### config.mk
export PLATFORM = sky130hd
export DESIGN_NAME = raycast_scheduler_flat
export DESIGN_NICKNAME = d
export VERILOG_FILES = /design/src/rtl/raycast_scheduler_pkg.sv /design/src/rtl/raycast_scheduler_if.sv /design/src/rtl/raycast_scheduler_nearest_hit_tracker.sv /design/src/rtl/raycast_scheduler.sv /design/src/flat_wrapper.sv
export SDC_FILE = /design/constraint.sdc
export NUM_CORES = 1
export LEC_CHECK = 0
export CAP_MARGIN = 20
export CORE_AREA = 2 2 265 267
export DETAILED_ROUTE_END_ITERATION = 6
export DIE_AREA = 0 0 267 269
export PLACE_DENSITY = 0.46
export SYNTH_ARGS = -nofsm -noshare
export SYNTH_HDL_FRONTEND = slang
export SYNTH_SLANG_ARGS = --single-unit
### constraint.sdc
create_clock -name clk -period 2.36 [get_ports clk]
set_input_delay 0.472 -clock clk [delete_from_list [all_inputs] [get_ports clk]]
set_output_delay 0.472 -clock clk [all_outputs]
set_load 0.01 [all_outputs]
### src/rtl/raycast_scheduler_pkg.sv
// Shared types for the raycast scheduler: float16 vector types, the shape
// memory record, the scheduler state encoding and a float16 NaN test.
package proctypes;

  typedef logic [15:0] float16;

  typedef struct packed {
    float16 x;
    float16 y;
    float16 z;
  } vec3;

  typedef struct packed {
    float16 w;
    float16 x;
    float16 y;
    float16 z;
  } quaternion;

  typedef enum logic [1:0] {
    SHAPE_SPHERE   = 2'd0,
    SHAPE_BOX      = 2'd1,
    SHAPE_CYLINDER = 2'd2,
    SHAPE_PLANE    = 2'd3
  } ShapeType;

  // One shape memory word. The kind field is called shape_type because
  // "type" is a reserved word.
  typedef struct packed {
    ShapeType  shape_type;
    vec3       trans_inv;
    quaternion rot;
    vec3       scale_inv;
  } shape_t;

  typedef enum logic [1:0] {
    S_IDLE  = 2'd0,
    S_ISSUE = 2'd1,
    S_DRAIN = 2'd2,
    S_DONE  = 2'd3
  } sched_state_t;

  // All-ones exponent with a non-zero mantissa is NaN.
  function automatic logic float16_is_nan(input float16 f);
    return (f[14:10] == 5'h1f) && (f[9:0] != 10'd0);
  endfunction

endpackage

### src/rtl/raycast_scheduler_if.sv
// Ray request and per-ray result handshakes of the raycast scheduler.
// Valid/ready: a transfer happens on a rising clock edge where both valid
// and ready are 1; a source holds valid and its payload stable until then.
// Optional macro RAYCAST_SCHED_ANY_HIT_EN adds the ray_any_hit request bit.
interface raycast_scheduler_if #(
  parameter int MAX_SHAPES = 64
) ();
  import proctypes::*;

  localparam int IDX_W = $clog2(MAX_SHAPES);
  localparam int CNT_W = $clog2(MAX_SHAPES + 1);

  logic             ray_valid;
  logic             ray_ready;
  logic [CNT_W-1:0] num_shapes;
  vec3              ray_src;
  vec3              ray_dir;
`ifdef RAYCAST_SCHED_ANY_HIT_EN
  logic             ray_any_hit;
`endif

  logic             res_valid;
  logic             res_ready;
  logic             res_hit;
  logic [IDX_W-1:0] res_shape_idx;
  float16           res_sq_distance;
  vec3              res_intersection;

  // Ray generator / shading side.
  modport master (
`ifdef RAYCAST_SCHED_ANY_HIT_EN
    output ray_any_hit,
`endif
    output ray_valid, num_shapes, ray_src, ray_dir, res_ready,
    input  ray_ready, res_valid, res_hit, res_shape_idx, res_sq_distance,
    input  res_intersection
  );

  // Scheduler side.
  modport slave (
`ifdef RAYCAST_SCHED_ANY_HIT_EN
    input  ray_any_hit,
`endif
    input  ray_valid, num_shapes, ray_src, ray_dir, res_ready,
    output ray_ready, res_valid, res_hit, res_shape_idx, res_sq_distance,
    output res_intersection
  );

endinterface

### src/rtl/raycast_scheduler_nearest_hit_tracker.sv
// Keeps the best hit seen for the current ray. A result is a candidate when
// it hits with a non-NaN distance; the stored best is replaced on a strictly
// smaller 15-bit distance, so ties keep the lower index. In any-hit mode the
// first candidate is kept and later ones are ignored.
module nearest_hit_tracker
  import proctypes::*;
#(
  parameter int IDX_W = 6
) (
  input  logic             clk,
  input  logic             rst,
  input  logic             start,
  input  logic             en,
  input  logic             any_hit,
  input  logic             hit,
  input  float16           sq_distance,
  input  vec3              intersection,
  input  logic [IDX_W-1:0] idx,
  output logic             first_hit,
  output logic             best_hit,
  output logic [IDX_W-1:0] best_idx,
  output float16           best_sq,
  output vec3              best_isect
);

  logic cand;
  logic take;

  assign cand      = en && hit && !float16_is_nan(sq_distance);
  assign first_hit = cand && !best_hit;
  assign take      = first_hit ||
                     (cand && !any_hit && (sq_distance[14:0] < best_sq[14:0]));

  // Best-hit register: cleared at ray accept, loaded on a winning candidate.
  always_ff @(posedge clk or negedge rst) begin
    if (!rst) begin
      best_hit   <= 1'b0;
      best_idx   <= '0;
      best_sq    <= '0;
      best_isect <= '0;
    end else if (start) begin
      best_hit   <= 1'b0;
      best_idx   <= '0;
      best_sq    <= '0;
      best_isect <= '0;
    end else if (take) begin
      best_hit   <= 1'b1;
      best_idx   <= idx;
      best_sq    <= sq_distance;
      best_isect <= intersection;
    end
  end

endmodule

### src/rtl/raycast_scheduler.sv
// Sequences the raycaster for one ray at a time: streams the active shapes
// from the shape memory (1-cycle read latency) one per cycle, counts the
// in-order results, keeps the nearest valid hit and returns one result.
// Optional macro RAYCAST_SCHED_ANY_HIT_EN enables any-hit early termination.
module raycast_scheduler
  import proctypes::*;
#(
  parameter  int MAX_SHAPES = 64,
  localparam int IDX_W      = $clog2(MAX_SHAPES),
  localparam int CNT_W      = $clog2(MAX_SHAPES + 1)
) (
  input  logic                  clk,
  input  logic                  rst,
  raycast_scheduler_if.slave    bus,
  output logic [IDX_W-1:0]      shape_addr,
  input  shape_t                shape_data,
  output logic                  rc_valid_in,
  output vec3                   rc_src,
  output vec3                   rc_dir,
  output ShapeType              rc_shape_type,
  output vec3                   rc_trans_inv,
  output quaternion             rc_rot,
  output vec3                   rc_scale_inv,
  input  logic                  rc_valid_out,
  input  logic                  rc_hit,
  input  float16                rc_sq_distance,
  input  vec3                   rc_intersection,
  output sched_state_t          dbg_state
);

  sched_state_t     state, state_nx;
  logic [CNT_W-1:0] issue_cnt, ret_cnt, ret_nx, num_q, target_q;
  vec3              src_q, dir_q;
  logic             live_q, rc_vld_q, any_q;
  logic             accept, in_flight, res_en, first_hit, stop;

  assign accept    = bus.ray_valid && bus.ray_ready;
  assign in_flight = (state == S_ISSUE) || (state == S_DRAIN);
  assign res_en    = rc_valid_out && in_flight;
  assign ret_nx    = ret_cnt + CNT_W'(res_en);
  assign stop      = any_q && first_hit && (state == S_ISSUE);

`ifdef RAYCAST_SCHED_ANY_HIT_EN
  // Any-hit request bit, captured with the ray.
  always_ff @(posedge clk or negedge rst) begin
    if (!rst)        any_q <= 1'b0;
    else if (accept) any_q <= bus.ray_any_hit;
  end
`else
  assign any_q = 1'b0;
`endif

  // Next-state logic. On an any-hit stop the target shrinks to what was
  // actually issued, so DONE still waits for every in-flight result.
  always_comb begin
    state_nx = state;
    unique case (state)
      S_IDLE:  if (accept) state_nx = (bus.num_shapes == '0) ? S_DONE : S_ISSUE;
      S_ISSUE: begin
        if (stop)                                   state_nx = (ret_nx == issue_cnt) ? S_DONE : S_DRAIN;
        else if (issue_cnt == num_q - CNT_W'(1))    state_nx = S_DRAIN;
      end
      S_DRAIN: if (ret_nx == target_q) state_nx = S_DONE;
      S_DONE:  if (bus.res_ready) state_nx = S_IDLE;
      default: state_nx = S_IDLE;
    endcase
  end

  // State, ray latch, issue/return counters and the delayed issue valid.
  always_ff @(posedge clk or negedge rst) begin
    if (!rst) begin
      state     <= S_IDLE;
      live_q    <= 1'b0;
      rc_vld_q  <= 1'b0;
      issue_cnt <= '0;
      ret_cnt   <= '0;
      num_q     <= '0;
      target_q  <= '0;
      src_q     <= '0;
      dir_q     <= '0;
    end else begin
      state    <= state_nx;
      live_q   <= 1'b1;
      rc_vld_q <= (state == S_ISSUE) && !stop;
      if (accept) begin
        src_q     <= bus.ray_src;
        dir_q     <= bus.ray_dir;
        num_q     <= bus.num_shapes;
        target_q  <= bus.num_shapes;
        issue_cnt <= '0;
        ret_cnt   <= '0;
      end else begin
        if (state == S_ISSUE) begin
          if (stop) target_q  <= issue_cnt;
          else      issue_cnt <= issue_cnt + CNT_W'(1);
        end
        if (res_en) ret_cnt <= ret_nx;
      end
    end
  end

  nearest_hit_tracker #(.IDX_W(IDX_W)) u_tracker (
    .clk          (clk),
    .rst          (rst),
    .start        (accept),
    .en           (res_en),
    .any_hit      (any_q),
    .hit          (rc_hit),
    .sq_distance  (rc_sq_distance),
    .intersection (rc_intersection),
    .idx          (ret_cnt[IDX_W-1:0]),
    .first_hit    (first_hit),
    .best_hit     (bus.res_hit),
    .best_idx     (bus.res_shape_idx),
    .best_sq      (bus.res_sq_distance),
    .best_isect   (bus.res_intersection)
  );

  assign bus.ray_ready = live_q && (state == S_IDLE);
  assign bus.res_valid = (state == S_DONE);
  assign dbg_state     = state;

  assign shape_addr    = issue_cnt[IDX_W-1:0];
  assign rc_valid_in   = rc_vld_q;
  assign rc_src        = src_q;
  assign rc_dir        = dir_q;
  assign rc_shape_type = rc_vld_q ? shape_data.shape_type : SHAPE_SPHERE;
  assign rc_trans_inv  = rc_vld_q ? shape_data.trans_inv  : '0;
  assign rc_rot        = rc_vld_q ? shape_data.rot        : '0;
  assign rc_scale_inv  = rc_vld_q ? shape_data.scale_inv  : '0;

endmodule

### src/flat_wrapper.sv
// flat-port wrapper written by rule: the top's interface ports become plain ports
module raycast_scheduler_flat import proctypes::*;
#(
  parameter  int MAX_SHAPES = 64,
  localparam int IDX_W      = $clog2(MAX_SHAPES),
  localparam int CNT_W      = $clog2(MAX_SHAPES + 1)
)
  (clk, rst, shape_addr, shape_data, rc_valid_in, rc_src, rc_dir, rc_shape_type, rc_trans_inv, rc_rot, rc_scale_inv, rc_valid_out, rc_hit, rc_sq_distance, rc_intersection, dbg_state, bus_ray_valid, bus_num_shapes, bus_ray_src, bus_ray_dir, bus_res_ready, bus_ray_ready, bus_res_valid, bus_res_hit, bus_res_shape_idx, bus_res_sq_distance, bus_res_intersection);
  raycast_scheduler_if #(.MAX_SHAPES(MAX_SHAPES)) bus_i ();
  input  logic clk;
  input  logic rst;
  output logic [IDX_W-1:0] shape_addr;
  input  shape_t shape_data;
  output logic rc_valid_in;
  output vec3 rc_src;
  output vec3 rc_dir;
  output ShapeType rc_shape_type;
  output vec3 rc_trans_inv;
  output quaternion rc_rot;
  output vec3 rc_scale_inv;
  input  logic rc_valid_out;
  input  logic rc_hit;
  input  float16 rc_sq_distance;
  input  vec3 rc_intersection;
  output sched_state_t dbg_state;
  input wire logic [$bits(bus_i.ray_valid)-1:0] bus_ray_valid;
  input wire logic [$bits(bus_i.num_shapes)-1:0] bus_num_shapes;
  input wire logic [$bits(bus_i.ray_src)-1:0] bus_ray_src;
  input wire logic [$bits(bus_i.ray_dir)-1:0] bus_ray_dir;
  input wire logic [$bits(bus_i.res_ready)-1:0] bus_res_ready;
  output wire logic [$bits(bus_i.ray_ready)-1:0] bus_ray_ready;
  output wire logic [$bits(bus_i.res_valid)-1:0] bus_res_valid;
  output wire logic [$bits(bus_i.res_hit)-1:0] bus_res_hit;
  output wire logic [$bits(bus_i.res_shape_idx)-1:0] bus_res_shape_idx;
  output wire logic [$bits(bus_i.res_sq_distance)-1:0] bus_res_sq_distance;
  output wire logic [$bits(bus_i.res_intersection)-1:0] bus_res_intersection;
  assign bus_i.ray_valid = bus_ray_valid;
  assign bus_i.num_shapes = bus_num_shapes;
  assign bus_i.ray_src = bus_ray_src;
  assign bus_i.ray_dir = bus_ray_dir;
  assign bus_i.res_ready = bus_res_ready;
  assign bus_ray_ready = bus_i.ray_ready;
  assign bus_res_valid = bus_i.res_valid;
  assign bus_res_hit = bus_i.res_hit;
  assign bus_res_shape_idx = bus_i.res_shape_idx;
  assign bus_res_sq_distance = bus_i.res_sq_distance;
  assign bus_res_intersection = bus_i.res_intersection;
  raycast_scheduler #(.MAX_SHAPES(MAX_SHAPES)) u_core (.clk(clk), .rst(rst), .bus(bus_i), .shape_addr(shape_addr), .shape_data(shape_data), .rc_valid_in(rc_valid_in), .rc_src(rc_src), .rc_dir(rc_dir), .rc_shape_type(rc_shape_type), .rc_trans_inv(rc_trans_inv), .rc_rot(rc_rot), .rc_scale_inv(rc_scale_inv), .rc_valid_out(rc_valid_out), .rc_hit(rc_hit), .rc_sq_distance(rc_sq_distance), .rc_intersection(rc_intersection), .dbg_state(dbg_state));
endmodule
==> metrics.md <==
| Metric | Value |
|---|---|
| Initial core utilization | `around 14%` |
| Post-Layout Cell Count | `about 2,800` |
| Final hold vios | `0` |
| Port Buf Inserts | `just under 700` |
| Distinct cells, synth | `44` |
| Clock Pin Slew Worst Setup and Hold Paths | `80 ps` |
| Max cap viols | `0` |
| Cells after DPL | `approximately 2,700` |
| Mapped Cells | `1,113` |
| Worst skew pair latency | `about 500 ps` |
| Yosys warnings | `0` |
| RD Place Congestion | `between 0.8 and 0.9` |
| DIE AREA | `a little over 70,000 µm²` |
| Pre-Repair DR Iteration Count | `5` |
| Met2 GRT Util | `a little over a quarter` |
| Max-slew violations | `0` |
| Layout area overhead | `91.1%` |
| Die Ht | `about 270 µm` |
| Slew @ Worst Pin | `roughly 490 ps` |
| Gr busiest metal | `met2` |
| Prevailing post-synth register cell | `dfrtp_1` |
| Buffers from clock root to sink, at most | `2` |
| Post-Place Setup Slack | `-416 ps` |
| Synthesized area | `9540 µm²` |
| Post-synth ARST share | `100%` |
| Worst vdd ir | `0.536 mV` |
| Synth Net Count | `around 1,500` |
| Crit path arrival time | `~2700 ps` |
| Clk_skew | `about 18 ps` |
| Setup crit start | `u_core.dbg_state[0]` |
| Worst reg2reg startpoint | `u_core.dbg_state[0]` |
| Initial DRC count | `approximately 470` |
| Worst Setup Slack, final | `34.9 ps` |
| Root buf cell | `clkbuf_16` |
| First-pass GRT wire length | `~76,000 µm` |
| I/O pin count | `675` |
| Startpoint Class | `register` |
| Layout cell share with drive strength beyond 1 | `11.1%` |
| FP Rows | `97` |
| Gr usage total | `between 15 and 20%` |
| CTS Buf Count | `17` |
| Worst Setup End Kind | `register` |
| Register area share after synthesis | `around 50%` |
| Residual DRC | `0` |
| Worst hold path class | `input pin to async pin` |
| Avg WL per Cell | `around 21 µm` |
| # H-tree levels | `4` |
| RSZ-0062 raised after global routing | `yes` |
| Pin count of the biggest net entering global routing | `83` |
| Commonest cells after routing, fill and taps aside | `clkdlybuf4s50_1 (508), nand2_1 (376), dfrtp_1 (190)` |
| Post-synthesis register bit count | `between 150 and 200` |
| Met1 usage in global routing | `between 10 and 15%` |
| CP Max Fanout | `3` |
| Final setup fails | `0` |
| Max Fclk | `430 MHz` |
| Syn avg cell area | `between 8 and 9 µm²` |
| Final WL | `57,900 µm` |
| Post-synth EDFFs | `0` |
| Lkg Pwr | `8.17 nW` |
| Vias in the first global route | `10,500` |
| GR Overflow Total | `0` |
| Nets | `between 2,000 and 2,500` |
| Critical Path RT | `2770 ps` |
| CTS tree | `built` |
| Initial antenna violation count | `42` |
| Setup CP Type | `register to register` |
| Core Area | `~69,000 µm²` |
| Die span in x | `approximately 270 µm` |
| Post-layout util | `between 20% and 30%` |
| Vias/cell | `roughly 3.7` |
| Post-DP Area | `about 18,000 µm²` |
| Final worst path period need | `roughly 2300 ps` |
| Max-slew headroom | `roughly two thirds` |
| Fillers | `approximately 7,500` |
| Pwr/cell area | `~1100 nW/µm²` |
| Met3 usage in global routing | `6.36%` |
| Status | `complete, no violations` |
| Most common library cell in the layout ignoring fill and taps | `clkdlybuf4s50_1` |
| Period utilization | `98.5%` |
| Dpl hpwl | `~47,000 µm` |
| Fin area | `approximately 18,000 µm²` |
| Reg2Reg Depth | `12` |
| CTS sink cnt | `between 150 and 200` |
| ANT nets after route | `0` |
| Via Count | `roughly 10,000` |
final cells by class:
type                       instances  area [µm²]  share of cell area [%]
tap                              940        1180                    6.45
antenna                           24        60.1                   0.330
clock inverter                    15         178                   0.975
clock buffer                      17         425                    2.33
sequential                       192        4810                    26.4
inverter                          20        80.1                   0.439
timing repair buffer             745        7160                    39.3
multi-input combinational        819        4330                    23.8
layer usage:
layer / part of all wire, % / vias to the layer above
met3: 8.4 / 96
li1: - / 4936
met5: 0.19 / -
met2: 52 / 443
met1: 34 / 4871
met4: 4.6 / 16
cells by family (layout without fill, tap and decap cells):
| family | Yosys count | after routing | synth area share, % |
|---|---|---|---|
| other | 1 | 25 | 0.0393 |
| multiplexers | 3 | 3 | 0.315 |
| XOR/XNOR | 26 | 26 | 2.39 |
| AND/OR/NAND/NOR | 656 | 656 | 31.9 |
| buffers and inverters | 102 | 797 | 5.21 |
| flip-flops | 192 | 192 | 50.4 |
| AO/OA/AOI/OAI | 109 | 109 | 6.65 |
| adder cells (fa/ha/maj) | 24 | 24 | 3.15 |
cell usage after synthesis (2+ instances only):
library cell / count / area [µm²]
a21o_1: 5 / 37.5
a21oi_1: 13 / 65.1
a21oi_2: 2 / 17.5
a31oi_1: 2 / 12.5
and2_1: 163 / 1020
and3_1: 2 / 12.5
buf_1: 2 / 7.51
buf_4: 9 / 67.6
buf_6: 10 / 113
clkbuf_1: 57 / 214
clkbuf_2: 4 / 20.0
dfrtp_1: 192 / 4800
ha_1: 24 / 300
inv_1: 19 / 71.3
mux2i_1: 3 / 30.0
nand2_1: 378 / 1420
nand2b_1: 2 / 12.5
nand3_1: 75 / 375
nand4_1: 5 / 31.3
nor2_1: 12 / 45.0
nor2b_1: 2 / 12.5
nor3_1: 3 / 15.0
nor4_1: 4 / 25.0
o211ai_1: 2 / 15.0
o21ai_0: 8 / 40.0
o21ai_1: 57 / 285
o31ai_1: 14 / 105
or3_1: 4 / 25.0
xnor2_1: 18 / 158
xor2_1: 8 / 70.1
worst max-delay path, stage by stage, from the launching register on:
cell	delay, ps
dfrtp_2	430
inv_4	70
ha_4	210
nand2_4	70
inv_4	40
ha_2	160
and3_4	180
buf_4	140
xnor2_2	130
nor4_2	280
o211ai_1	150
a21oi_2	200
mux2i_1	190
registers in the layout, summed over array words and instances (netlist names):
name	cells
u_core.u_tracker.best_sq	16
u_core.ret_cnt	7
u_core.issue_cnt	7
u_core.u_tracker.best_idx	6
u_core.rc_valid_in	1
u_core.dbg_state	2
u_core.rc_dir	48
u_core.rc_src	48
u_core.num_q	7
u_core.u_tracker.best_hit	1
u_core.u_tracker.best_isect	48
u_core.live_q	1
power by group:
| part | switching, mW | leakage [nW] | internal [mW] |
|---|---|---|---|
| clock | 1.61 | 0.296 | 1.51 |
| sequential | 0.955 | 2.46 | 4.67 |
| combinational | 5.09 | 5.42 | 5.52 |
path summary, 6_finish.rpt:
| check | to | slack, ps |
|---|---|---|
| min in group clk | u_core.rc_src[46] | 480 |
| hold / removal | u_core.rc_src[39] | 440 |
| hold reg to reg | u_core.rc_src[46] | 480 |
| setup / recovery | u_core.dbg_state[1] | 30 |
| setup reg to reg | u_core.dbg_state[1] | 30 |
| max in group asynchronous | u_core.u_tracker.best_isect[35] | 1160 |
timing repair:
| action | 4_1_cts | 5_1_grt |
|---|---|---|
| pin swaps | 1 | 6 |
| hold buffers | 1 | 0 |
| hold endpoints to repair | 38 | 0 |
| setup endpoints to repair | 166 | 64 |
| setup buffers | 4 | 13 |
| gates resized for setup | 180 | 183 |
| cloned | 0 | 4 |
metrics by stage:
stage | total power [mW] | hold WS [ps] | setup TNS (ps)
5_1_grt | 20.8 | 428 | -266
3_5_place_dp | 16.5 | 401 | -25750
3_3_place_gp | 16.4 | 399 | -19470
4_1_cts | 19.5 | 423 | -383
2_1_floorplan | 9.95 | 176 | 0
6_report | 19.4 | 437 | 0
Note: power is estimated with default switching activity, not from simulation.
